$ cat src/rtl/seq_cmp_pkg.sv
`default_nettype none
// ============================================================================
//  Module      : seq_cmp_pkg
//  Description : Shared constants for the sequential magnitude comparator.
//                Holds the FSM state encoding and the bit positions of the
//                one-hot result vector {gt, eq, lt}.
//  Revision    : 1.0 - initial release
// ============================================================================
package seq_cmp_pkg;

    // FSM state encoding (1 bit)
    localparam int unsigned STATE_W = 1;
    localparam logic [STATE_W-1:0] ST_IDLE = 1'b0;
    localparam logic [STATE_W-1:0] ST_RUN  = 1'b1;

    // One-hot result vector layout
    localparam int unsigned RES_W  = 3;
    localparam int unsigned RES_GT = 2;
    localparam int unsigned RES_EQ = 1;
    localparam int unsigned RES_LT = 0;

endpackage : seq_cmp_pkg
`default_nettype wire

$ cat src/rtl/seq_mag_cmp_digit_cmp.sv
`default_nettype none
// ============================================================================
//  Module      : digit_cmp
//  Description : Purely combinational unsigned comparator for one DIGIT-bit
//                slice. Exactly one of gt/eq/lt is high for any input.
//  Ports       : x, y  [DIGIT-1:0]  digits to compare
//                gt, eq, lt         x > y, x == y, x < y
//  Revision    : 1.0 - initial release
// ============================================================================
module digit_cmp #(
    parameter int DIGIT = 2
) (
    input  logic [DIGIT-1:0] x,
    input  logic [DIGIT-1:0] y,
    output logic             gt,
    output logic             eq,
    output logic             lt
);

    assign gt = (x > y);
    assign eq = (x == y);
    assign lt = (x < y);

endmodule : digit_cmp
`default_nettype wire

$ cat src/rtl/seq_mag_cmp.sv
`default_nettype none
// ============================================================================
//  Module      : seq_mag_cmp
//  Description : Sequential magnitude comparator. Compares two WIDTH-bit
//                operands MSB-first, DIGIT bits per clock, stopping at the
//                first differing digit. Supports unsigned and two's-complement
//                compares with a start/busy/done handshake.
//  Ports       : clk, rst_n        clock, async active-low reset
//                start             request a compare (accepted only in IDLE)
//                signed_mode       1 = two's complement, 0 = unsigned
//                a, b  [WIDTH-1:0] operands, sampled with start
//                busy              compare in progress
//                done              one-cycle pulse, result valid
//                gt, eq, lt        result, held until the next accepted start
//  Revision    : 1.0 - initial release
// ============================================================================
module seq_mag_cmp
    import seq_cmp_pkg::*;
#(
    parameter int WIDTH = 8,
    parameter int DIGIT = 2
) (
    input  logic             clk,
    input  logic             rst_n,
    input  logic             start,
    input  logic             signed_mode,
    input  logic [WIDTH-1:0] a,
    input  logic [WIDTH-1:0] b,
    output logic             busy,
    output logic             done,
    output logic             gt,
    output logic             eq,
    output logic             lt
);

    localparam int c_NDIG  = WIDTH / DIGIT;
    localparam int c_CNT_W = $clog2(c_NDIG + 1);
    localparam logic [c_CNT_W-1:0] c_CNT_LOAD = c_CNT_W'(c_NDIG);
    localparam logic [c_CNT_W-1:0] c_CNT_ONE  = c_CNT_W'(1);

    generate
        if ((WIDTH % DIGIT) != 0 || WIDTH < DIGIT) begin : g_param_check
            $fatal(1, "seq_mag_cmp: WIDTH must be a non-zero multiple of DIGIT");
        end
    endgenerate

    logic [STATE_W-1:0] r_state;
    logic [STATE_W-1:0] w_state_nxt;
    logic [WIDTH-1:0]   r_a, r_b, w_a_nxt, w_b_nxt;
    logic [c_CNT_W-1:0] r_cnt, w_cnt_nxt;
    logic [RES_W-1:0]   r_res, w_res_nxt;
    logic               r_done, w_done_nxt;
    logic               w_dgt_gt, w_dgt_eq, w_dgt_lt;
    logic               w_last;

    digit_cmp #(
        .DIGIT (DIGIT)
    ) u_digit_cmp (
        .x  (r_a[WIDTH-1 -: DIGIT]),
        .y  (r_b[WIDTH-1 -: DIGIT]),
        .gt (w_dgt_gt),
        .eq (w_dgt_eq),
        .lt (w_dgt_lt)
    );

    // The compare finishes on a differing digit or on the final digit
    assign w_last = !w_dgt_eq || (r_cnt == c_CNT_ONE);

    // ---------------- state register ----------------
    always_ff @(posedge clk or negedge rst_n) begin
        if (!rst_n) begin
            r_state <= ST_IDLE;
        end else begin
            r_state <= w_state_nxt;
        end
    end

    // ---------------- next-state logic ----------------
    always_comb begin
        w_state_nxt = r_state;
        case (r_state)
            ST_IDLE: if (start)  w_state_nxt = ST_RUN;
            ST_RUN:  if (w_last) w_state_nxt = ST_IDLE;
            default:             w_state_nxt = ST_IDLE;
        endcase
    end

    // ---------------- output / datapath next-value logic ----------------
    always_comb begin
        w_a_nxt    = r_a;
        w_b_nxt    = r_b;
        w_cnt_nxt  = r_cnt;
        w_res_nxt  = r_res;
        w_done_nxt = 1'b0;
        case (r_state)
            ST_IDLE: begin
                if (start) begin
                    // Flipping the sign bit maps two's complement onto
                    // offset binary, so an unsigned compare orders it right.
                    w_a_nxt            = a;
                    w_b_nxt            = b;
                    w_a_nxt[WIDTH-1]   = a[WIDTH-1] ^ signed_mode;
                    w_b_nxt[WIDTH-1]   = b[WIDTH-1] ^ signed_mode;
                    w_cnt_nxt          = c_CNT_LOAD;
                    w_res_nxt          = '0;
                end
            end
            ST_RUN: begin
                if (!w_dgt_eq) begin
                    w_res_nxt[RES_GT] = w_dgt_gt;
                    w_res_nxt[RES_LT] = w_dgt_lt;
                    w_done_nxt        = 1'b1;
                end else if (r_cnt == c_CNT_ONE) begin
                    w_res_nxt[RES_EQ] = 1'b1;
                    w_done_nxt        = 1'b1;
                end else begin
                    w_a_nxt   = r_a << DIGIT;
                    w_b_nxt   = r_b << DIGIT;
                    w_cnt_nxt = r_cnt - c_CNT_ONE;
                end
            end
            default: ;
        endcase
    end

    // ---------------- datapath / result registers ----------------
    always_ff @(posedge clk or negedge rst_n) begin
        if (!rst_n) begin
            r_a    <= '0;
            r_b    <= '0;
            r_cnt  <= '0;
            r_res  <= '0;
            r_done <= 1'b0;
        end else begin
            r_a    <= w_a_nxt;
            r_b    <= w_b_nxt;
            r_cnt  <= w_cnt_nxt;
            r_res  <= w_res_nxt;
            r_done <= w_done_nxt;
        end
    end

    assign busy = (r_state == ST_RUN);
    assign done = r_done;
    assign gt   = r_res[RES_GT];
    assign eq   = r_res[RES_EQ];
    assign lt   = r_res[RES_LT];

endmodule : seq_mag_cmp
`default_nettype wire

$ cat config.mk
export PLATFORM = sky130hd
export DESIGN_NAME = seq_mag_cmp
export DESIGN_NICKNAME = d
export VERILOG_FILES = /design/src/rtl/seq_cmp_pkg.sv /design/src/rtl/seq_mag_cmp_digit_cmp.sv /design/src/rtl/seq_mag_cmp.sv
export SDC_FILE = /design/constraint.sdc
export NUM_CORES = 1
export LEC_CHECK = 0
export ABC_AREA = 0
export CAP_MARGIN = 20
export CORE_MARGIN = 4
export CORE_UTILIZATION = 40
export DETAILED_ROUTE_END_ITERATION = 10
export PLACE_DENSITY_LB_ADDON = 0.2
export SLEW_MARGIN = 10
export SYNTH_ARGS = -nofsm -noshare
export SYNTH_HDL_FRONTEND = slang
export SYNTH_SLANG_ARGS = --single-unit
$ cat constraint.sdc
create_clock -name clk -period 3.3 [get_ports clk]
set_clock_uncertainty 0.2 [all_clocks]
set_input_delay 0.33 -clock clk [delete_from_list [all_inputs] [get_ports clk]]
set_output_delay 0.33 -clock clk [all_outputs]
set_load 0.1 [all_outputs]
== Word-level counts from Yosys, hierarchy flattened ==
Index checks and enable logic that the tools add are counted.

* Divide/modulo/power cells: 0
* Multiply operators: 0
* Add/subtract/negate cells: 1
* Muxes and demuxes: 24
* Bitwise operators: 3
* $lt $le $gt $ge: 2
* Equality and inequality tests: 7
* Shifts and indexed selects: 0
* Reductions and logical operators: 5

{| class="wikitable"
|+ Operators by type and width
! cell !! count
|-
| 8-bit two-way mux || 6
|-
| 8-bit case mux with 2 select lines || 2
|-
| 3-bit two-way mux || 4
|-
| 3-bit case mux with 2 select lines || 2
|-
| 1-bit two-way mux || 9
|-
| 2-bit inequality test, second input constant || 3
|-
| 3-bit AND reduction || 2
|-
| 2-bit by 1-bit inequality test with 1-bit output, second input constant || 2
|-
| 3-bit by 1-bit == test with 1-bit output, second input constant || 1
|-
| 3-bit by 1-bit subtractor with 3-bit output, second input constant || 1
|-
| 2-bit == test || 1
|-
| 2-bit greater-than comparator || 1
|-
| 2-bit less-than comparator || 1
|-
| 1-bit case mux with 2 select lines || 1
|-
| 2-bit AND reduction || 1
|-
| 1-bit bitwise XOR || 2
|-
| 1-bit zero test || 1
|-
| 1-bit logical OR || 1
|-
| 1-bit inverter || 1
|}

* Bits in latches: 0
* Output and inout port bits: 5
* Memories: 0
* Bits in read-only memories: 0
* RAM bits: 0
* Flip-flop bits (word level): 24

== Longest topological paths before layout ==
Gate-level depths: netlist of run 1.

* Depth in word-level cells: 5
* Gate-level depth with buffers: 6

== By module ==
From an unflattened synthesis of run 1, not the netlist that was laid out.

* Cell total of the unflattened synthesis: 96
* Area total of the unflattened synthesis: 1238.7 sq um

{| class="wikitable"
|+ Modules (own cells, without submodules)
! module !! sequential area each (sq um) !! instances !! area an instance (sq um) !! cells each
|-
| seq_mag_cmp || 600.6 || 1 || 1176.1 || 87
|-
| digit_cmp || 0.0 || 1 || 62.6 || 9
|}

== Worst setup path before layout of run 1 ==
OpenSTA, ideal clock, no wires.

* Path kind: flip-flop to flip-flop
* Start point: reg r_state, in the netlist busy
* End point: reg r_b[6]
* Period minus slack after synthesis: 2.205 ns
* Arrival: 1.940 ns
* Slack: 1.095 ns
* Cell stages (with the launch flop): 5
* Required time: 3.035 ns
* Library setup time: 0.065 ns
* Path buffers: 1
* Cells stage by stage: dfrtp_1 > inv_1 > o31ai_4 > buf_6 > o221a_2

* Cells in the longest elaborated chain, start to end: 3

{| class="wikitable"
|+ Ends and longest elaborated chain
! element !! RTL line !! RTL
|-
| start: declaration || seq_mag_cmp.sv:47 || <nowiki>logic [STATE_W-1:0] r_state;</nowiki>
|-
| start signal: assignment || seq_mag_cmp.sv:74 || <nowiki>r_state <= w_state_nxt;</nowiki>
|-
| 1-bit inverter || n/a ||
|-
| 2-bit inequality test (no line) || n/a ||
|-
| 3-bit AND reduction (no line) || n/a ||
|-
| end signal: assignment || seq_mag_cmp.sv:136 || <nowiki>r_b <= w_b_nxt;</nowiki>
|-
| end: declaration || seq_mag_cmp.sv:49 || <nowiki>logic [WIDTH-1:0] r_a, r_b, w_a_nxt, w_b_nxt;</nowiki>
|}

Parallel ways exist; a longest one is shown, timed or not.
A chain may end at the register's enable or synchronous reset.

== Worst setup path after layout of run 1 ==
* Start point: reg r_res[2]
* End point: out gt

{| class="wikitable"
|+ RTL lines
! element !! RTL line !! RTL
|-
| start: declaration || seq_mag_cmp.sv:51 || <nowiki>logic [RES_W-1:0] r_res, w_res_nxt;</nowiki>
|-
| start signal: assignment || seq_mag_cmp.sv:138 || <nowiki>r_res <= w_res_nxt;</nowiki>
|-
| end: declaration || seq_mag_cmp.sv:31 || <nowiki>output logic gt,</nowiki>
|}

No word-level cell between the ends.

==> results of run 1 <==
-- layout by cell type, fill, tap and decap left out, types with 2 or more instances in the layout --
cell type and count:
sky130_fd_sc_hd__dfrtp_1 24, sky130_fd_sc_hd__a21oi_1 4, sky130_fd_sc_hd__nand2_1 12, sky130_fd_sc_hd__clkdlybuf4s50_1 23
sky130_fd_sc_hd__o21ai_0 7, sky130_fd_sc_hd__o221a_2 10, sky130_fd_sc_hd__nand2b_1 13, sky130_fd_sc_hd__inv_1 7
sky130_fd_sc_hd__nor2b_1 2, sky130_fd_sc_hd__buf_4 3, sky130_fd_sc_hd__a32oi_1 2, sky130_fd_sc_hd__ha_1 4
sky130_fd_sc_hd__clkbuf_4 3, sky130_fd_sc_hd__a31oi_1 2, sky130_fd_sc_hd__xor2_1 2
-- area by class of cell --
| cell class | count | area (sq um) | share of cell area |
|---|---|---|---|
| flip-flops and latches | 24 | 601 | 0.410 |
| multi-input cells | 69 | 495 | 0.338 |
| clock buffers | 3 | 22.5 | 0.0154 |
| inverters | 7 | 26.3 | 0.0179 |
| well taps | 31 | 38.8 | 0.0265 |
| repair buffers | 26 | 253 | 0.172 |
| clock inverters | 1 | 30.0 | 0.0205 |
-- Yosys cell counts (all sizes together), types with 2 or more instances --
library cell / instances / area share
ha: 4 / 0.044
xor2: 2 / 0.015
a31oi: 2 / 0.011
o21ai: 7 / 0.031
nand2: 12 / 0.039
inv: 7 / 0.023
dfrtp: 24 / 0.53
a32oi: 2 / 0.015
o221a: 10 / 0.098
nand2b: 13 / 0.071
buf: 3 / 0.019
a21oi: 4 / 0.018
nor2b: 2 / 0.011
-- sequential cells by signal (all words and copies together) (netlist names) --
register / flops
r_res: 3
busy: 1
done: 1
r_a: 8
r_cnt: 3
r_b: 8
-- power by group through the flow --
stage	combinational [mW]	clock, mW	sequential, mW
floorplan	0.416	0	0.658
global placement	0.712	0	0.511
detailed placement	0.722	0	0.516
CTS	0.727	0.223	0.510
global route	0.783	0.231	0.526
finish	0.718	0.218	0.509
-- worst paths after layout --
kind / endpoint / start / cells past startpoint / slack, ns
min in group clk: r_cnt[2] / r_cnt[2] / 1 / 0.33
setup reg to reg: r_a[6] / r_a[7] / 4 / 1.31
hold / removal: r_a[7] / rst_n / 2 / 0.13
setup / recovery: gt / r_res[2] / 1 / 0.90
hold reg to reg: r_cnt[2] / r_cnt[2] / 1 / 0.33
max in group asynchronous: r_res[1] / rst_n / 2 / 2.52
-- cells by family after synthesis --
kind of cell,share of synthesized area
simple gates,0.144
compound gates,0.221
flops,0.525
buf+inv,0.0416
fa+ha+maj,0.0438
xor+xnor,0.0153
mux,0.00875
-- through the flow --
step	hold WS [ns]	instances	cell area (sq um)	util	setup WS (ns)
after floorplan	-0.166	103	1140	-	1.10
after global placement	0.292	157	1410	0.517	1.29
after detailed placement	0.310	157	1410	0.517	1.27
after CTS	0.134	161	1470	0.536	0.876
after global routing	0.154	161	1470	0.536	0.838
final	0.128	161	1470	0.536	0.900
-- routing by layer --
metal,global-route usage,vias to the layer above,part of all wire
met2,0.224,19,0.48
met4,0.0727,0,0.022
met3,0.0252,5,0.039
met5,0,-,0
met1,0.168,404,0.46
li1,-,422,-
==> out/results.ini, run 1 <==
[floorplanning]
num_io_pins=25
row_count=19
design.die.area_sq_mm=0.00378
height_of_the_die_um=61.5
effective_utilization_at_floorplan=0.418
chipWidth_um=61.5
core-area_sq_mm=0.00273

[cts]
cts.sink_count=24
tritoncts.num_buffers=3
clock_tree.buffer_depth=2
htree_num_levels=1
cts_resized=0
tritoncts=built
post-cts-setup-buffer-count=0
cts-root-buf=sky130_fd_sc_hd__clkbuf_4
clock_insertion_delay_worst_skew_ns=0.33
clkTransAtPathRegs_ns=0.14
cts-hold-fix-buffers=0

[setup_path]
critPathMaxStageDelay_ns=1.14
setup.worst_path.class=reg2out
critPathCaptureType=output port
cp.buffers_inverters=1
worst_path_dominant_cell_family=buffers and inverters
critPathMaxFanout=3
cp_cell_sequence=clkdlybuf4s50_1
worstSetupStartpointType=register
required_ns=2.77
cp_data_arrival_time_ns=1.87
slowest_stage=sky130_fd_sc_hd__clkdlybuf4s50_1

[finish]
nets=155
synthToLayoutAreaGrowth_pct=28.2
post_route_cells_drive_above_1_share=0.138
fillerInstances=236
antenna_cells_inserted=0

[power_and_ir_drop]
total_power_mw=1.44
cellLeakagePower_nw=0.620
p_comb_frac=0.497
share_clk_of_total_power=0.151
cellInternalPower_mw=0.830
seq_power_share=0.352
total_switching_power_mw=0.615
max-vdd-ir-drop_uv=690
power_per_cell_area_mw_per_mm2=985
netSwitchingFraction=0.426

[sta]
report.final.hold_viol_count=0
rsz0062_at_grt=no
setup-violations-final=0
setup_tns_ns=0
maxSlewViolCount=0
finalCritPeriodShare=0.727
timing.slew.headroom=0.356
finalWorstPathRequiredPeriod_ns=2.40
max_freq_ghz=0.417
timing_worst_slew_pin_value_ns=0.962

[logic_synthesis]
synth-async-reset-ratio=1.00
ys_dominant_reg_cell=sky130_fd_sc_hd__dfrtp_1
sequential_cell_area_fraction_in_the_yosys_report=0.525
post_synth.cell_area_avg_sq_um=11.1
syn-cell-area_sq_mm=0.00114
synth-edff-count=0
netlist-cell-type-count=25
synth_fp_nets=127
postSynthCellCount=103
post_synthesis_register_bit_count=24
synthesis.yosys.warnings=0

[place]
gp_routability_congestion=0.825
place.port_buffers=24
dp_hpwl_mm=1.61

[worst_hold_path]
worst_hold_class=in2async

[detailed_routing]
route.antenna.remaining_nets=0
drc=0
via_count=850
wl_per_cell_um=14.3
avgViaCountPerCell=5.28
drt_iter0_markers=35
routed_wl_mm=2.30
detailedRoute.firstPassIterationCount=4

[global_route]
grt_pass1_vias=849
antenna_violations_before_repair=0
grt.total_usage=0.136
grt_max_degree=25
globalRoute.totalOverflow=0
grt_first_pass_wirelength_mm=3.67

[flow_run]
cap_violations=0

[outcome]
outcome=finished, final reports clean

No activity file was read; power rests on OpenSTA's default activity.
==> run 2: changes to the inputs <==
==> constraint.sdc (replaced) <==
create_clock -name clk -period 2.1 [get_ports clk]
set_clock_uncertainty 0.2 [all_clocks]
set_input_delay 0.21 -clock clk [delete_from_list [all_inputs] [get_ports clk]]
set_output_delay 0.21 -clock clk [all_outputs]
set_load 0.1 [all_outputs]
==> out/results.ini, run 2 (same netlist as run 1, synthesis figures left out) <==
[detailed_routing]
drt_iter0_markers=16
detailedRoute.firstPassIterationCount=4
drc=0
routed_wl_mm=2.31
route.antenna.remaining_nets=0
via_count=871
wl_per_cell_um=14.1
avgViaCountPerCell=5.31

[place]
place.port_buffers=24
instance_count_after_placement_with_tap_cells_included=160
post-place-ws_ns=0.158
dp_hpwl_mm=1.68
placement.cell_area_sq_mm=0.00143
gp_routability_congestion=0.755

[setup_path]
setup.worst_path.class=reg2reg
slowest_stage=sky130_fd_sc_hd__dfrtp_1
cp.buffers_inverters=0
critPathCaptureType=register
critPathMaxFanout=11
r2r_cells=4
path_depth=4
cp_cell_sequence=ha_1, and3_1, nand2_1, o221a_2
critPathMaxStageDelay_ns=0.41
worst_path_dominant_cell_family=simple AND/OR/NAND/NOR gates
cp_data_arrival_time_ns=1.93
worstSetupStartpointType=register
required_ns=2.11

[cts]
clock_insertion_delay_worst_skew_ns=0.31
tritoncts.num_buffers=3
cts-root-buf=sky130_fd_sc_hd__clkbuf_4
cts-hold-fix-buffers=0
clkTransAtPathRegs_ns=0.14
tritoncts=built
cts_resized=0
cts.sink_count=24
clock_tree.buffer_depth=2
htree_num_levels=1
post-cts-setup-buffer-count=0

[finish]
nets=158
antenna_cells_inserted=0
final_design_area_no_fill_sq_mm=0.00146
final_common_cell=sky130_fd_sc_hd__dfrtp_1
finish.cell_count_without_fillers=164
postLayoutCoreUtil=0.535
post_route_cells_drive_above_1_share=0.195
synthToLayoutAreaGrowth_pct=28.0
biggestRegsByFlops=r_a (8), r_b (8)
layout_common_cells=sky130_fd_sc_hd__dfrtp_1 (23), sky130_fd_sc_hd__clkdlybuf4s50_1 (19), sky130_fd_sc_hd__nand2b_1 (13)

[sta]
setup-violations-final=0
setup_ws_ns=0.172
max_freq_ghz=0.519
timing.slew.headroom=0.725
timing_worst_slew_pin_value_ns=0.411
finalWorstPathRequiredPeriod_ns=1.93
final.hold.worst_slack_ns=0.0392
finalCritPeriodShare=0.918
report.final.hold_viol_count=0
maxSlewViolCount=0
setup_tns_ns=0
rsz0062_at_grt=no

[floorplanning]
core-area_sq_mm=0.00273
design.die.area_sq_mm=0.00378
num_io_pins=25
chipWidth_um=61.5
effective_utilization_at_floorplan=0.418
height_of_the_die_um=61.5
row_count=19

[power_and_ir_drop]
power_per_cell_area_mw_per_mm2=1510
seq_power_share=0.364
total_switching_power_mw=0.965
p_comb_frac=0.526
share_clk_of_total_power=0.110
netSwitchingFraction=0.437
cellLeakagePower_nw=0.633
total_power_mw=2.21
cellInternalPower_mw=1.24
max-vdd-ir-drop_uv=1180

[global_route]
globalRoute.totalOverflow=0
grt_max_degree=25
grt_first_pass_wirelength_mm=3.75
antenna_violations_before_repair=0
grt.total_usage=0.137
grt_pass1_vias=809

[flow_run]
cap_violations=0

[worst_hold_path]
worst_hold_class=in2async

[outcome]
outcome=finished, final reports clean

run 2: cell count changes in the layout (fill, tap and decap cells not counted):
cell                              previous run  this run
sky130_fd_sc_hd__bufinv_16                   1         0
sky130_fd_sc_hd__clkbuf_8                    0         1
sky130_fd_sc_hd__clkdlybuf4s50_1            23        19
sky130_fd_sc_hd__dfrtp_1                    24        23
sky130_fd_sc_hd__dfrtp_2                     0         1
sky130_fd_sc_hd__buf_4                       3        10
run 2: worst register-to-register path, cell delays in order (launching register included):
cell and delay, ns:
sky130_fd_sc_hd__dfrtp_1 0.41, sky130_fd_sc_hd__ha_1 0.32, sky130_fd_sc_hd__and3_1 0.25, sky130_fd_sc_hd__nand2_1 0.28
sky130_fd_sc_hd__o221a_2 0.37
run 2: final cells by class:
type	count	area [sq um]
fillers	251	1270
flip-flops and latches	24	602
multi-input cells	69	495
repair buffers	29	265
well taps	31	38.8
clock buffers	4	36.3
inverters	7	26.3
run 2: per-layer routing:
layer | global-route usage | wire length [um]
met5 | 0 | 0
met4 | 0.0545 | 19
met3 | 0.0314 | 82
met2 | 0.225 | 1120
met1 | 0.175 | 1090
run 2: power by group through the flow:
stage	clock network (mW)	logic, mW	registers [mW]
5_1_grt	0.265	1.27	0.831
2_1_floorplan	0	0.652	1.04
4_1_cts	0.253	1.17	0.803
3_3_place_gp	0	1.14	0.808
3_5_place_dp	0	1.17	0.816
6_report	0.243	1.16	0.803
run 2: final timing paths:
path	from	endpoint	slack (ns)
hold / removal	rst_n	r_res[1]	0.04
max in group asynchronous	rst_n	busy	1.41
setup / recovery	r_a[7]	r_a[5]	0.17
setup reg to reg	r_a[7]	r_a[5]	0.17
hold reg to reg	r_cnt[2]	r_cnt[2]	0.32
min in group clk	a[1]	r_a[1]	0.25
